### src/rtl/i2c_target_regport_if.sv
// i2c_target_regport_if: SDA/SCL line levels plus register write/read port of the I2C target.
interface i2c_target_regport_if;
  logic scl_in;
  logic sda_in;
  logic sda_oe;
  logic busy;
  logic write_valid;
  logic [15:0] write_addr;
  logic [7:0] write_data;
  logic [15:0] read_addr;
  logic [7:0] read_data;
  modport master (
    output scl_in, sda_in, read_data,
    input  sda_oe, busy, write_valid, write_addr, write_data, read_addr
  );
  modport slave (
    input  scl_in, sda_in, read_data,
    output sda_oe, busy, write_valid, write_addr, write_data, read_addr
  );
endinterface

### src/rtl/i2c_target_regport.sv
// i2c_target_regport: I2C target with a 16-bit register pointer, write strobes and an external read byte source.
module i2c_target_regport #(
  parameter logic [6:0] DEVICE_ADDRESS = 7'h24,
  parameter int SYNC_STAGES = 2
) (
  input logic clock,
  input logic reset,
  i2c_target_regport_if.slave bus
);
  typedef enum logic [3:0] {
    IDLE, ADDR, ADDR_ACK, REG_HI, HI_ACK, REG_LO, LO_ACK,
    WDATA, WDATA_ACK, RDATA, RACK, WAIT_STOP
  } state_t;

  state_t state;
  logic [SYNC_STAGES-1:0] scl_sync, sda_sync;
  logic scl_d, sda_d;
  logic [7:0] sr, wd;
  logic [2:0] cnt;
  logic [15:0] ptr, wa;
  logic ack_on, rw, wpend, oe, busy, wv;

  // Idle lines are high, so the synchronizers reset high to avoid phantom edges.
  always_ff @(posedge clock or posedge reset)
    if (reset) begin
      scl_sync <= '1;
      sda_sync <= '1;
      scl_d <= 1'b1;
      sda_d <= 1'b1;
    end else begin
      scl_sync <= {scl_sync[SYNC_STAGES-2:0], bus.scl_in};
      sda_sync <= {sda_sync[SYNC_STAGES-2:0], bus.sda_in};
      scl_d <= scl_sync[SYNC_STAGES-1];
      sda_d <= sda_sync[SYNC_STAGES-1];
    end

  logic scl, sda, scl_rise, scl_fall, start, stop, match;
  logic [7:0] shift_in;
  assign scl = scl_sync[SYNC_STAGES-1];
  assign sda = sda_sync[SYNC_STAGES-1];
  assign scl_rise = scl & ~scl_d;
  assign scl_fall = ~scl & scl_d;
  assign start = scl & scl_d & sda_d & ~sda;
  assign stop = scl & scl_d & ~sda_d & sda;
  assign shift_in = {sr[6:0], sda};
  assign match = shift_in[7:1] == DEVICE_ADDRESS;

  always_ff @(posedge clock or posedge reset)
    if (reset) begin
      state <= IDLE;
      sr <= '0;
      cnt <= '0;
      ptr <= '0;
      ack_on <= 1'b0;
      rw <= 1'b0;
      wpend <= 1'b0;
      oe <= 1'b0;
      busy <= 1'b0;
      wv <= 1'b0;
      wa <= '0;
      wd <= '0;
    end else begin
      wv <= 1'b0;
      if (wpend) begin
        wv <= 1'b1;
        wa <= ptr;
        wd <= sr;
        ptr <= ptr + 16'd1;
        wpend <= 1'b0;
      end
      if (start || stop) begin
        state <= start ? ADDR : IDLE;
        cnt <= '0;
        ack_on <= 1'b0;
        oe <= 1'b0;
        busy <= 1'b0;
      end else if (scl_rise) begin
        if (state inside {ADDR, REG_HI, REG_LO, WDATA}) begin
          sr <= shift_in;
          cnt <= cnt + 3'd1;
          if (cnt == 3'd7)
            unique case (state)
              ADDR: begin
                busy <= match;
                rw <= shift_in[0];
                state <= match ? ADDR_ACK : IDLE;
              end
              REG_HI: begin
                ptr[15:8] <= shift_in;
                state <= HI_ACK;
              end
              REG_LO: begin
                ptr[7:0] <= shift_in;
                state <= LO_ACK;
              end
              default: begin
                wpend <= 1'b1;
                state <= WDATA_ACK;
              end
            endcase
        end else if (state == RACK) begin
          if (sda) state <= WAIT_STOP;
          else begin
            ptr <= ptr + 16'd1;
            ack_on <= 1'b1;
          end
        end
      end else if (scl_fall) begin
        // ack_on marks the second half of an ACK slot (or a pending reload after a read ACK).
        if (state inside {ADDR_ACK, HI_ACK, LO_ACK, WDATA_ACK}) begin
          oe <= ~ack_on;
          ack_on <= ~ack_on;
          cnt <= '0;
          if (ack_on) state <= state == ADDR_ACK ? REG_HI : state == HI_ACK ? REG_LO : WDATA;
          if (ack_on && state == ADDR_ACK && rw) begin
            sr <= bus.read_data;
            oe <= ~bus.read_data[7];
            cnt <= 3'd1;
            state <= RDATA;
          end
        end else if (state == RDATA) begin
          if (cnt == 3'd0) begin
            oe <= 1'b0;
            state <= RACK;
          end else begin
            oe <= ~sr[~cnt];
            cnt <= cnt + 3'd1;
          end
        end else if (state == RACK && ack_on) begin
          sr <= bus.read_data;
          oe <= ~bus.read_data[7];
          cnt <= 3'd1;
          ack_on <= 1'b0;
          state <= RDATA;
        end
      end
    end

  assign bus.sda_oe = oe;
  assign bus.busy = busy;
  assign bus.write_valid = wv;
  assign bus.write_addr = wa;
  assign bus.write_data = wd;
  assign bus.read_addr = ptr;
endmodule
### src/flat_wrapper.sv
// flat-port wrapper written by rule: the top's interface ports become plain ports
module i2c_target_regport_flat 
#(
  parameter logic [6:0] DEVICE_ADDRESS = 7'h24,
  parameter int SYNC_STAGES = 2
)
  (clock, reset, bus_scl_in, bus_sda_in, bus_read_data, bus_sda_oe, bus_busy, bus_write_valid, bus_write_addr, bus_write_data, bus_read_addr);
  i2c_target_regport_if bus_i ();
  input logic clock;
  input logic reset;
  input wire logic [$bits(bus_i.scl_in)-1:0] bus_scl_in;
  input wire logic [$bits(bus_i.sda_in)-1:0] bus_sda_in;
  input wire logic [$bits(bus_i.read_data)-1:0] bus_read_data;
  output wire logic [$bits(bus_i.sda_oe)-1:0] bus_sda_oe;
  output wire logic [$bits(bus_i.busy)-1:0] bus_busy;
  output wire logic [$bits(bus_i.write_valid)-1:0] bus_write_valid;
  output wire logic [$bits(bus_i.write_addr)-1:0] bus_write_addr;
  output wire logic [$bits(bus_i.write_data)-1:0] bus_write_data;
  output wire logic [$bits(bus_i.read_addr)-1:0] bus_read_addr;
  assign bus_i.scl_in = bus_scl_in;
  assign bus_i.sda_in = bus_sda_in;
  assign bus_i.read_data = bus_read_data;
  assign bus_sda_oe = bus_i.sda_oe;
  assign bus_busy = bus_i.busy;
  assign bus_write_valid = bus_i.write_valid;
  assign bus_write_addr = bus_i.write_addr;
  assign bus_write_data = bus_i.write_data;
  assign bus_read_addr = bus_i.read_addr;
  i2c_target_regport #(.DEVICE_ADDRESS(DEVICE_ADDRESS), .SYNC_STAGES(SYNC_STAGES)) u_core (.clock(clock), .reset(reset), .bus(bus_i));
endmodule
### config.mk
export PLATFORM = sky130hd
export DESIGN_NAME = i2c_target_regport_flat
export DESIGN_NICKNAME = d
export VERILOG_FILES = /design/src/rtl/i2c_target_regport_if.sv /design/src/rtl/i2c_target_regport.sv /design/src/flat_wrapper.sv
export SDC_FILE = /design/constraint.sdc
export NUM_CORES = 1
export LEC_CHECK = 0
export ABC_CLOCK_PERIOD_IN_PS = 3200
export BUFFER_PORTS_ARGS = -buffer_cell sky130_fd_sc_hd__buf_2
export CAP_MARGIN = 20
export CORE_ASPECT_RATIO = 1.4
export CORE_UTILIZATION = 44
export DETAILED_ROUTE_END_ITERATION = 10
export PLACE_DENSITY = 0.71
export SYNTH_ARGS = -nofsm -noshare
export SYNTH_HDL_FRONTEND = slang
export SYNTH_SLANG_ARGS = --single-unit
### constraint.sdc
create_clock -name clock -period 3.2 [get_ports clock]
set_input_delay 0.64 -clock clock [delete_from_list [all_inputs] [get_ports clock]]
set_output_delay 0.64 -clock clock [all_outputs]
set_load 0.03 [all_outputs]
==> results list <==
* Run status: finished clean
- The repair_antennas step left the layout with diodes totalling 0.
- Total routing usage reported by global routing: 25.1%
* Clock latency reported for the late side of the worst-skew pair: 0.34 ns
- After synthesis, the share of flip-flops with an asynchronous set or reset is 100%.
- DRC marker count from the first detailed-route iteration: 219
- Between clock sinks in the finished design, the worst skew comes to 0.00746 ns.
- Post-synth top area share: 38.1%
- The number of antenna violations at the first check in global routing came to 0.
* Number of enable-type register cells in the synthesized netlist: 0
* Cell chosen for the clock root: clkbuf_16
- Data arrives at the worst endpoint at 2.64 ns.
- Placer congestion estimate: 0.938
* Clock Path Buffers: 2
- Die extent in y: 115 um
- CP bufs+invs: 0
* Detailed-route vias per instance: 6.07
- # resized after CTS: 0
* WP data required: 3.42 ns
- H-tree depth: 3
- Critical path cell sequence: or2_2 -> a221oi_1 -> o22a_1 -> mux2_2
- Worst supply voltage drop on vdd: 0.000483 V
- Among cell families on the critical path, the largest total delay comes from compound AO/OA/AOI/OAI gates.
- Mean instance size in the synthesized netlist: 9.49 um^2
- Largest stage delay, worst path: 0.60 ns
- In the final routed layout, each cell accounts on average for 18.8 um.
* Buffer count from post-CTS setup fixing: 0
* Fillcell total: 805
* Fin nets: 480
- CP endpoint kind: flip-flop
* DRC errors left: 0
* Initial Util: 46.0%
- Compared with the post-synthesis result, the final layout area differs by 16.3%.
- The number of pins with negative max-slew slack in the final report was 0.
- Critical Path Stages: 4
- Number of max-capacitance violations reported: 0
* Clock transition at the registers of the reported paths: 0.06 ns
- The worst pin sits at a relative slew slack of 44.3%.
* Aggregate global routing overflow: 0
* Net count after synthesis: 438
- Among all flip-flop cells after synthesis, the most frequent one is dfrtp_1.
- Worst-margin pin slew: 0.835 ns
- The worst path needs 2.41 ns of the cycle, external delays included.
- Final Hold Violating Endpoints: 0
- PwrDens: 799 mW/mm^2
- The post-route netlist has 27.7% of its cells at a drive strength greater than 1.
- Beginning of the worst register-to-register path: u_core.state[2]
- Estimated wirelength of the detail-placed design: 7630 um
- Adding up every negative setup slack in the final design gives 0 ns.
* Distinct cells, synth: 63
- Measured in cells, the most critical reg-to-reg path has a length of 4.
- Setup repair after global routing missed its margin: no
- Before antenna repair, the detailed router went through 5 iterations.
- In this run the critical register-to-register path is captured at u_core.sr[1].
* End point of the critical path: u_core.sr[1]
- Tightest Hold Check Type: flip-flop to flip-flop
- CTS sink cnt: 67
- Count of standard-cell rows: 40
* Area of the die: 0.00949 mm^2
- TritonCTS created 9 clock buffers.
- Port buffering added 54 buffers.
* Max Clock Freq: 414 MHz
- Summing over every cut layer, the via total after detailed routing is 3483.
- Synth Register Bits: 67
* Setup slack of the most critical reg-to-reg path: 0.79 ns
- Post-cts hold buffer count: 0
- Global-route wire length before repair: 17600 um
- Power Total: 3.72 mW
- Warning count from the yosys run: 0
* DRT antenna net count: 0
* Static power due to leakage: 2.09 nW
* Leading post-synthesis cells by cell area: dfrtp_1 38%, mux2_2 9.8%, nand2_1 4.0%, dfstp_2 3.9%, a21oi_1 3.1%
- Number of I/O pins: 55
- Core area: 0.00871 mm^2
* Worst hold margin: 0.362 ns
* Worst Setup Path Type: flip-flop to flip-flop
- The number of global-route vias before repair was 3370.
- Horizontal extent of the die: 82.6 um
- In the synthesized netlist, the number of instances is 422.
- Highest-delay cell along the critical path: dfrtp_1
* CTS tree: yes
- STA classifies the critical path startpoint as a flip-flop.
* Pin count of the biggest net entering global routing: 40
- For this block, the routed nets add up to 10800 um of wire.
- Of the synthesized area, sequential elements account for 42.1%.
- Dividing the final minimum period by the clock period gives 75.4%.
- Setup violations remaining at the end of the flow were counted as 0.
* Peak fanout along the critical path: 22
- The most critical setup path has its startpoint at u_core.state[2].
- Cell type with the largest total area after synthesis: dfrtp_1
- Netlist area before placement: 0.00400 mm^2
==> final cells by class <==
cell class | count | area (um^2) | area share, %
Multi-Input combinational cell | 314 | 2130 | 45.7
Timing Repair Buffer | 60 | 315 | 6.77
Clock buffer | 10 | 239 | 5.13
Inverter | 12 | 45.0 | 0.967
Clock inverter | 6 | 113 | 2.42
Sequential cell | 67 | 1680 | 36.2
Tap cell | 105 | 131 | 2.82
==> synth_stat cells (8+ instances only) <==
library cell / count
nor3_1: 12
dfrtp_1: 61
nor2_1: 28
xnor2_1: 11
a21oi_1: 25
mux2_2: 35
clkbuf_1: 17
inv_1: 12
xor2_1: 10
nand2_1: 43
nand3_1: 14
o21ai_0: 24
and3_1: 8
==> cell usage in the layout, fill, tap and decap left out, types with 7 or more instances in the layout <==
cell / instances
a31oi_1: 7
dfrtp_1: 61
clkbuf_16: 9
o21ai_0: 24
nand2b_1: 7
xnor2_1: 11
nand3_1: 14
nand4_1: 7
xor2_1: 10
buf_2: 54
a21oi_1: 25
inv_1: 11
nor2_1: 28
nand2_1: 43
mux2_2: 35
nor3_1: 12
and3_1: 8
==> layer usage <==
metal	routed length, um	up-vias	GRT usage (%)
li1	-	1627	-
met1	4470	1681	32.4
met2	5390	143	40.2
met3	566	32	3.57
met4	379	0	13.3
met5	0	-	0
==> worst min path at each step <==
stage          depth (start not counted)                from  slack (ns)                 end
3_5_place_dp                           0  u_core.sda_sync[0]        0.35  u_core.sda_sync[1]
5_1_grt                                0  u_core.sda_sync[0]        0.37  u_core.sda_sync[1]
6_report                               0  u_core.sda_sync[0]        0.36  u_core.sda_sync[1]
2_1_floorplan                          0  u_core.scl_sync[0]        0.35  u_core.scl_sync[1]
3_3_place_gp                           0  u_core.sda_sync[0]        0.35  u_core.sda_sync[1]
4_1_cts                                0  u_core.scl_sync[0]        0.36  u_core.scl_sync[1]
==> through the flow <==
| stage | worst slack (ns) | instances | cell area, um^2 | util (%) |
|---|---|---|---|---|
| 2_1_floorplan | 0.887 | 422 | 4000 | - |
| 3_3_place_gp | 0.920 | 558 | 4310 | 49.5 |
| 3_5_place_dp | 0.835 | 558 | 4310 | 49.5 |
| 4_1_cts | 0.822 | 574 | 4660 | 53.5 |
| 5_1_grt | 0.622 | 574 | 4660 | 53.5 |
| 6_report | 0.786 | 574 | 4660 | 53.5 |
==> sequential cells by signal (all words and copies together), names as in the netlist <==
| register | cells |
|---|---|
| u_core.ack_on | 1 |
| u_core.bus.busy | 1 |
| u_core.bus.read_addr | 16 |
| u_core.bus.sda_oe | 1 |
| u_core.bus.write_addr | 16 |
| u_core.bus.write_data | 8 |
| u_core.bus.write_valid | 1 |
| u_core.cnt | 3 |
| u_core.rw | 1 |
| u_core.scl_d | 1 |
| u_core.scl_sync | 2 |
| u_core.sda_d | 1 |
| u_core.sda_sync | 2 |
| u_core.sr | 8 |
| u_core.state | 4 |
| u_core.wpend | 1 |
==> where the power goes <==
group	total, mW	switching [mW]	internal [mW]
clock network	1.16	0.376	0.783
registers	1.40	0.401	1.00
logic	1.16	0.642	0.514
==> logic make-up (layout without fill, tap and decap cells) <==
family          after synthesis  in the layout  synth area share, %
compound gates               98             98                 16.2
xor+xnor                     21             21                 4.59
mux                          42             42                 12.2
fa+ha+maj                     4              4                 1.25
buf+inv                      41             88                 4.72
simple gates                149            149                 19.0
flops                        67             67                 42.1
==> worst reg2reg max path, delay by kind of cell (launching register included) <==
family / cells / cell delay (ns)
AO/OA/AOI/OAI: 2 / 0.91
flip-flops: 1 / 0.60
AND/OR/NAND/NOR: 1 / 0.41
multiplexers: 1 / 0.38
Note: power is estimated with default switching activity, not from simulation.
